[config.mk]
export PLATFORM = sky130hd
export DESIGN_NAME = edge_detector_mc
export DESIGN_NICKNAME = d
export VERILOG_FILES = /design/src/rtl/edge_detector_mc.sv
export SDC_FILE = /design/constraint.sdc
export NUM_CORES = 1
export LEC_CHECK = 0
export CAP_MARGIN = 20
export CORE_ASPECT_RATIO = 1.2
export CORE_MARGIN = 2
export CORE_UTILIZATION = 41
export DETAILED_ROUTE_END_ITERATION = 8
export PLACE_DENSITY = 0.74
export SLEW_MARGIN = 0
export SYNTH_ARGS = -nofsm -noshare
export SYNTH_HDL_FRONTEND = slang
export SYNTH_SLANG_ARGS = --single-unit
[constraint.sdc]
create_clock -name CLK -period 0.99 [get_ports CLK]
set_input_delay 0.198 -clock CLK [delete_from_list [all_inputs] [get_ports CLK]]
set_output_delay 0.198 -clock CLK [all_outputs]
set_load 0.05 [all_outputs]
[src/rtl/edge_detector_mc.sv]
// Multi-channel edge detector: per-channel synchroniser, stability filter, rise/fall pulses and sticky event flags.
// Optional per-channel saturating event counters are built when EDGE_DET_EVENT_CNT_EN is defined.
module edge_detector_mc #(
  parameter int NUM_CH        = 8,
  parameter int SYNC_STAGES   = 2,
  parameter int FILTER_CYCLES = 4,
  parameter int CNT_W         = 8
) (
  input  logic                    CLK,
  input  logic                    RSTN,
  input  logic [NUM_CH-1:0]       SAMPLE_IN,
  input  logic [NUM_CH-1:0]       RISE_EN,
  input  logic [NUM_CH-1:0]       FALL_EN,
  input  logic [NUM_CH-1:0]       EVENT_CLEAR,
  output logic [NUM_CH-1:0]       LEVEL_OUT,
  output logic [NUM_CH-1:0]       RISE_EDGE_OUT,
  output logic [NUM_CH-1:0]       FALL_EDGE_OUT,
  output logic [NUM_CH-1:0]       EVENT_PENDING,
  output logic                    IRQ_OUT
`ifdef EDGE_DET_EVENT_CNT_EN
  ,
  output logic [NUM_CH*CNT_W-1:0] EVENT_CNT_OUT
`endif
);

  localparam int FW = (FILTER_CYCLES > 1) ? $clog2(FILTER_CYCLES) : 1;
  localparam logic [FW-1:0] FILT_LAST = FW'(FILTER_CYCLES - 1);

  logic [SYNC_STAGES-1:0][NUM_CH-1:0] sync_q, sync_d;
  logic [NUM_CH-1:0][FW-1:0]          fcnt_q, fcnt_d;
  logic [NUM_CH-1:0]                  level_q, level_d;
  logic [NUM_CH-1:0]                  prev_q, prev_d;
  logic [NUM_CH-1:0]                  pend_q, pend_d;
  logic [NUM_CH-1:0]                  sync_last;
  logic [NUM_CH-1:0]                  rise, fall, set_evt;

  always_comb begin
    sync_d    = sync_q;
    sync_d[0] = SAMPLE_IN;
    for (int s = 1; s < SYNC_STAGES; s++) begin
      sync_d[s] = sync_q[s-1];
    end
  end

  assign sync_last = sync_q[SYNC_STAGES-1];

  // Level only moves after the synchronised value has disagreed for FILTER_CYCLES consecutive cycles.
  always_comb begin
    fcnt_d  = fcnt_q;
    level_d = level_q;
    for (int i = 0; i < NUM_CH; i++) begin
      if (sync_last[i] == level_q[i]) begin
        fcnt_d[i] = '0;
      end else if (fcnt_q[i] == FILT_LAST) begin
        level_d[i] = sync_last[i];
        fcnt_d[i]  = '0;
      end else begin
        fcnt_d[i] = fcnt_q[i] + FW'(1);
      end
    end
  end

  assign prev_d  = level_q;
  assign rise    = level_q & ~prev_q;
  assign fall    = ~level_q & prev_q;
  assign set_evt = (rise & RISE_EN) | (fall & FALL_EN);

  // A set in the same cycle as a clear keeps the flag.
  assign pend_d = set_evt | (pend_q & ~EVENT_CLEAR);

  always_ff @(posedge CLK or negedge RSTN) begin
    if (!RSTN) begin
      sync_q  <= '0;
      fcnt_q  <= '0;
      level_q <= '0;
      prev_q  <= '0;
      pend_q  <= '0;
    end else begin
      sync_q  <= sync_d;
      fcnt_q  <= fcnt_d;
      level_q <= level_d;
      prev_q  <= prev_d;
      pend_q  <= pend_d;
    end
  end

  assign LEVEL_OUT     = level_q;
  assign RISE_EDGE_OUT = rise;
  assign FALL_EDGE_OUT = fall;
  assign EVENT_PENDING = pend_q;
  assign IRQ_OUT       = |pend_q;

`ifdef EDGE_DET_EVENT_CNT_EN
  logic [NUM_CH-1:0][CNT_W-1:0] ecnt_q, ecnt_d;

  // Clear wins over the old count but a coincident event still counts as one.
  always_comb begin
    ecnt_d = ecnt_q;
    for (int i = 0; i < NUM_CH; i++) begin
      if (EVENT_CLEAR[i]) begin
        ecnt_d[i] = set_evt[i] ? CNT_W'(1) : '0;
      end else if (set_evt[i] && (ecnt_q[i] != {CNT_W{1'b1}})) begin
        ecnt_d[i] = ecnt_q[i] + CNT_W'(1);
      end
    end
  end

  always_ff @(posedge CLK or negedge RSTN) begin
    if (!RSTN) begin
      ecnt_q <= '0;
    end else begin
      ecnt_q <= ecnt_d;
    end
  end

  assign EVENT_CNT_OUT = ecnt_q;
`else
  logic unused_cnt_w;
  assign unused_cnt_w = ^CNT_W;
`endif

endmodule
---- Yosys cells after proc, flatten, opt, wreduce, memory -nomap -nowiden ----
Index checks and enable logic that the tools add are counted.
storage, ports and cells
  register bits ........................... 56
  bits in latches ......................... 0
  bits in writable memories ............... 0
  bits in read-only memories .............. 0
  bits of input ports ..................... 34
  output and inout bits ................... 33
  word-level logic and storage cells ...... 87
  memories ................................ 0
operators by class
  $add $sub $neg .......................... 8
  $mul .................................... 0
  divide/modulo/power cells ............... 0
  magnitude comparators ................... 0
  eq/ne operators ......................... 16
  shift operators ......................... 0
  multiplexer cells ....................... 16
  bitwise gates (word level) .............. 18
  reduce and logical (&&, ||, !) cells .... 9
operators by type and width
  cell                                          number
  bitwise AND 8 bit                             5
  2-to-1 mux 2 bit                              16
  NOT 8 bit                                     3
  adder 2 x 1 -> 2 bit (second input constant)  8
  == test 2 bit (second input constant)         8
  OR 8 bit                                      2
  AND reduction 2 bit                           8
  == test 1 bit                                 8
  NOT 1 bit                                     8
  OR reduction 8 bit                            1

---- Logic depth before layout (Yosys ltp) ----
  depth after elaboration ................. 5
  gate-level depth with buffers ........... 2
  mapped depth without buffers ............ 2

---- Worst setup path after synthesis ----
Ideal clock, no wire load.
  path type ............................... register to register
  start ................................... reg level_q[1] (netlist: LEVEL_OUT[1])
  end ..................................... reg pend_q[1] (netlist: EVENT_PENDING[1])
  library setup time ...................... 0.069 ns
  arrival ................................. 1.667 ns
  data required time ...................... 0.921 ns
  setup slack ............................. -0.746 ns
  cell stages (with the launch flop) ...... 3
  path buffers ............................ 0
  period minus slack after synthesis ...... 1.736 ns
  cells stage by stage .................... dfrtp_1 nor2b_1 a221o_1
on the way
  cells in the longest elaborated chain, start to end .. 5
  elaborated cells between the ends (all ways) .. 7
  classes of those cells .................. bitwise (7)
ends and longest elaborated chain
  item                      line  source
  start: declaration        31    logic [NUM_CH-1:0] level_q, level_d;
  start signal: assignment  81    level_q <= level_d;
  NOT 8 bit                 65    assign fall = ~level_q & prev_q;
  bitwise AND 8 bit         65
  net FALL_EDGE_OUT[1]      17    output logic [NUM_CH-1:0] FALL_EDGE_OUT,
  bitwise AND 8 bit         66    assign set_evt = (rise & RISE_EN) | (fall & FALL_EN);
  OR 8 bit                  66
  OR 8 bit                  69    assign pend_d = set_evt | (pend_q & ~EVENT_CLEAR);
  net pend_d[1]             33    logic [NUM_CH-1:0] pend_q, pend_d;
  end signal: assignment    83    pend_q <= pend_d;
  end: declaration          33
The timed path passes the listed nets, and every way through them passes these cells.
A chain may end at the register's enable or synchronous reset.

---- Worst setup path after layout ----
  start ................................... reg pend_q[3] (netlist: EVENT_PENDING[3])
  end ..................................... out IRQ_OUT
on the way
  cells in the longest elaborated chain, start to end .. 1
ends and longest elaborated chain
  item                line  source
  OR reduction 8 bit  91    assign IRQ_OUT = |pend_q;
  end: declaration    19    output logic IRQ_OUT
Every way passes these cells.

==> impl_summary.log <==
[metrics] remaining antenna violation count after routing: 0
[metrics] count of final hold-check violations: 0
[metrics] Worst IR Drop VDD: 2.49 mV
[metrics] clock edge transition at the registers on the reported setup and hold paths: 0.09 ns
[metrics] number of sinks on the clock net: 56
[metrics] critical path startpoint category: flip-flop
[metrics] GRT Max-Usage Layer: met2
[metrics] detailed-routing iteration count for the pre-antenna-repair pass: 4
[metrics] summed negative setup slack over all endpoints: -11.88 ns
[metrics] worst setup margin: -0.578 ns
[metrics] area enclosed by the die boundary: 5560 sq um
[metrics] H-tree levels: 2
[metrics] Max Cap Violations: 0
[metrics] crit path time final: 1.57 ns
[metrics] critical-path maximum fanout: 2
[metrics] total of warnings raised by yosys: 0
[metrics] required time at the worst-slack endpoint: 0.79 ns
[metrics] DR vias: 1515
[metrics] net switching power: 6.15 mW
[metrics] pin count of the biggest net entering global routing: 57
[metrics] Core Area: 4870 sq um
[metrics] Cell Area, Synth: 2040 sq um
[metrics] global placer's final weighted congestion: 0.734
[metrics] Max-Slew Margin vs Limit: 0.809
[metrics] leakage power of the design: 1.81 nW
[metrics] first-pass GRT wire length: 8560 microns
[metrics] power per cell area: 3940 nW/um^2
[metrics] failing checks: negative setup slack
[metrics] TritonCTS clock tree: yes
[metrics] RSZ-0062 raised after global routing: yes
[metrics] average size of a mapped cell: 15.6 sq um
[metrics] fin area: 4080 sq um
[metrics] sort of element at the end of the critical path: output pin
[metrics] layout-stage area growth over the synthesis result: 99.8%
[metrics] post-route DRC violation count: 0
[metrics] synthesized flop and latch total: 56
[metrics] Global Route met1 Usage: 0.229
[metrics] relative contribution of the clock network to total power: 0.099
[metrics] setup slack after placement: -0.182 ns
[metrics] grt total ovfl: 0
[metrics] cell taking the most area after synthesis: dfrtp_1
[metrics] Total Wirelength: 5700 microns
[metrics] pins over their slew limit: 0
[metrics] number of failing setup endpoints in the final timing report: 59
[metrics] Layout fillers: 219
[metrics] largest cells by area after synthesis: dfrtp_1, nor2b_1, ha_1
[metrics] detailed placer's ending HPWL: 3650 microns
[metrics] cell count after synthesis: 131
[metrics] post-detailed-route via-to-cell ratio: 4.87
[metrics] crit path DAT: 1.37 ns
[metrics] post-synth net total: 173
[metrics] wire length per cell: 18.3 microns
[metrics] clock latency reported for the late side of the worst-skew pair: 0.30 ns
[metrics] Die Span Y: 81.3 microns
[metrics] die outline width: 68.4 microns
[metrics] global routing usage on met2: 0.397
[metrics] number of clock buffers inserted by TritonCTS: 5
[metrics] port bufs: 66
[metrics] Achievable Freq: 638 MHz
[metrics] global routing usage summed across all routing layers: 0.215
[metrics] total inserted antenna cells: 0
[metrics] share of cells above drive strength 1: 0.598
[metrics] Initial Utilization: 0.419
[metrics] site row count: 28
[metrics] number of antenna violations at the first check in global routing: 0
[metrics] Nets: 292
[metrics] slew at the pin with the worst max-slew slack: 0.284 ns
[metrics] area share of the leading cell type in the synthesized netlist: 0.687
[metrics] number of global-route vias before repair: 1776
[metrics] number of unique standard cell types used by synthesis: 11
[metrics] final cycle utilization of the critical path: 1.58
[metrics] Hold Crit Class: input pin to flip-flop
[metrics] sequential group share of total power: 0.250
[metrics] status: finished, violations left
[metrics] sequential element share of the synthesized area: 0.687
[metrics] number of buffers between clock root and the deepest sink: 2
[metrics] Area after DPL: 3400 sq um
[metrics] met3 Use GR: 0.0596
[metrics] Iteration-0 DRC Markers: 35
[metrics] Root Driver: clkbuf_8
[metrics] I/O pin total: 67
[metrics] type of the worst setup path: flip-flop to output pin
[metrics] tightest hold margin: 0.324 ns
[metrics] cell-internal power: 9.89 mW
[metrics] Sw Share: 0.383
[metrics] proportion of power drawn by combinational gates: 0.651
[metrics] Fin Clk Skew: 0.00939 ns
metrics by stage:
step,instances,util,power [mW]
6_report,311,0.837,16.0
3_5_place_dp,280,0.698,12.3
3_3_place_gp,280,0.698,12.0
5_1_grt,311,0.837,16.7
4_1_cts,306,0.802,15.4
2_1_floorplan,131,-,7.78
logic make-up (layout without fill, tap and decap cells):
family / after synthesis / in the layout / share of synthesized area
AO/OA/AOI/OAI: 8 / 8 / 0.0393
XOR/XNOR: 8 / 8 / 0.0344
adder cells (fa/ha/maj): 8 / 8 / 0.0491
buffers and inverters: 0 / 120 / 0
flip-flops: 56 / 56 / 0.687
multiplexers: 8 / 8 / 0.0442
AND/OR/NAND/NOR: 43 / 43 / 0.146
area by class of cell:
cell class,count,area [sq um],share of cell area
Tap cell,60,75.1,0.0184
Clock buffer,7,96.3,0.0236
Clock inverter,1,30.0,0.00737
Multi-Input combinational cell,75,978,0.240
Sequential cell,56,1420,0.348
Timing Repair Buffer,112,1480,0.362
power groups by stage:
stage	registers, mW	clock network [mW]	logic (mW)
global placement	3.76	0	8.23
finish	4.02	1.59	10.4
global route	4.12	1.71	10.9
CTS	3.90	1.60	9.86
detailed placement	3.85	0	8.48
floorplan	4.95	0	2.83
flip-flops by register name, summed over array words and instances, names as in the netlist:
name and count:
fcnt_q 16, sync_d 8, EVENT_PENDING 8, sync_last 8, prev_q 8, LEVEL_OUT 8
cells in the mapped netlist:
cell / n
mux2_1: 8
a221o_1: 8
ha_1: 8
nor2b_1: 24
xnor2_1: 8
nor3_1: 8
nor4_1: 2
and2b_1: 3
nor2b_4: 5
dfrtp_1: 56
nand2_1: 1
routing by layer:
metal,share of wire,vias up
met4,0.028,0
li1,-,691
met3,0.046,17
met2,0.58,51
met1,0.34,756
met5,0,-
worst paths after layout:
path                                  start          endpoint  slack [ns]  depth (start not counted)
min reg2reg                      sync_d[14]      sync_last[6]        0.36                          0
min                            SAMPLE_IN[7]        sync_d[15]        0.32                          1
max in group asynchronous              RSTN      LEVEL_OUT[2]        0.30                          3
min in group asynchronous              RSTN         sync_d[8]        0.40                          3
max reg2reg                EVENT_PENDING[3]  EVENT_PENDING[3]       -0.21                          4
max                        EVENT_PENDING[3]           IRQ_OUT       -0.58                          3
repair_timing:
item                                    4_1_cts  5_1_grt
pin swaps                                    11        8
buffers inserted                             19       17
resized for setup                            53       31
endpoints found under the setup margin       59       62
hold endpoints to repair                     56        0
hold buffers                                  1        0
critical path, stage by stage (launching register included):
cell and delay (ns):
dfrtp_2 0.44, nor4_4 0.35, nand2_2 0.11, buf_6 0.17
layout by cell type (no fill, tap or decap):
| master | netlist | layout |
|---|---|---|
| dfrtp_2 | 0 | 15 |
| buf_4 | 0 | 12 |
| mux2_4 | 0 | 8 |
| clkdlybuf4s50_1 | 0 | 32 |
| nor2b_2 | 0 | 1 |
| buf_12 | 0 | 35 |
| nor3_1 | 8 | 2 |
| nor2b_1 | 24 | 14 |
| xnor2_4 | 0 | 6 |
| ha_1 | 8 | 3 |
| clkbuf_8 | 0 | 7 |
| xnor2_2 | 0 | 2 |
| dfrtp_1 | 56 | 41 |
| nor2b_4 | 5 | 14 |
| a221o_1 | 8 | 8 |
| buf_6 | 0 | 31 |
| and2b_4 | 0 | 3 |
| nor4_4 | 0 | 2 |
| ha_4 | 0 | 3 |
| dlygate4sd3_1 | 0 | 1 |
| buf_2 | 0 | 1 |
| nand2_2 | 0 | 1 |
| nor3_2 | 0 | 6 |
| bufinv_16 | 0 | 1 |
| ha_2 | 0 | 2 |
(Power assumes the default switching activity.)
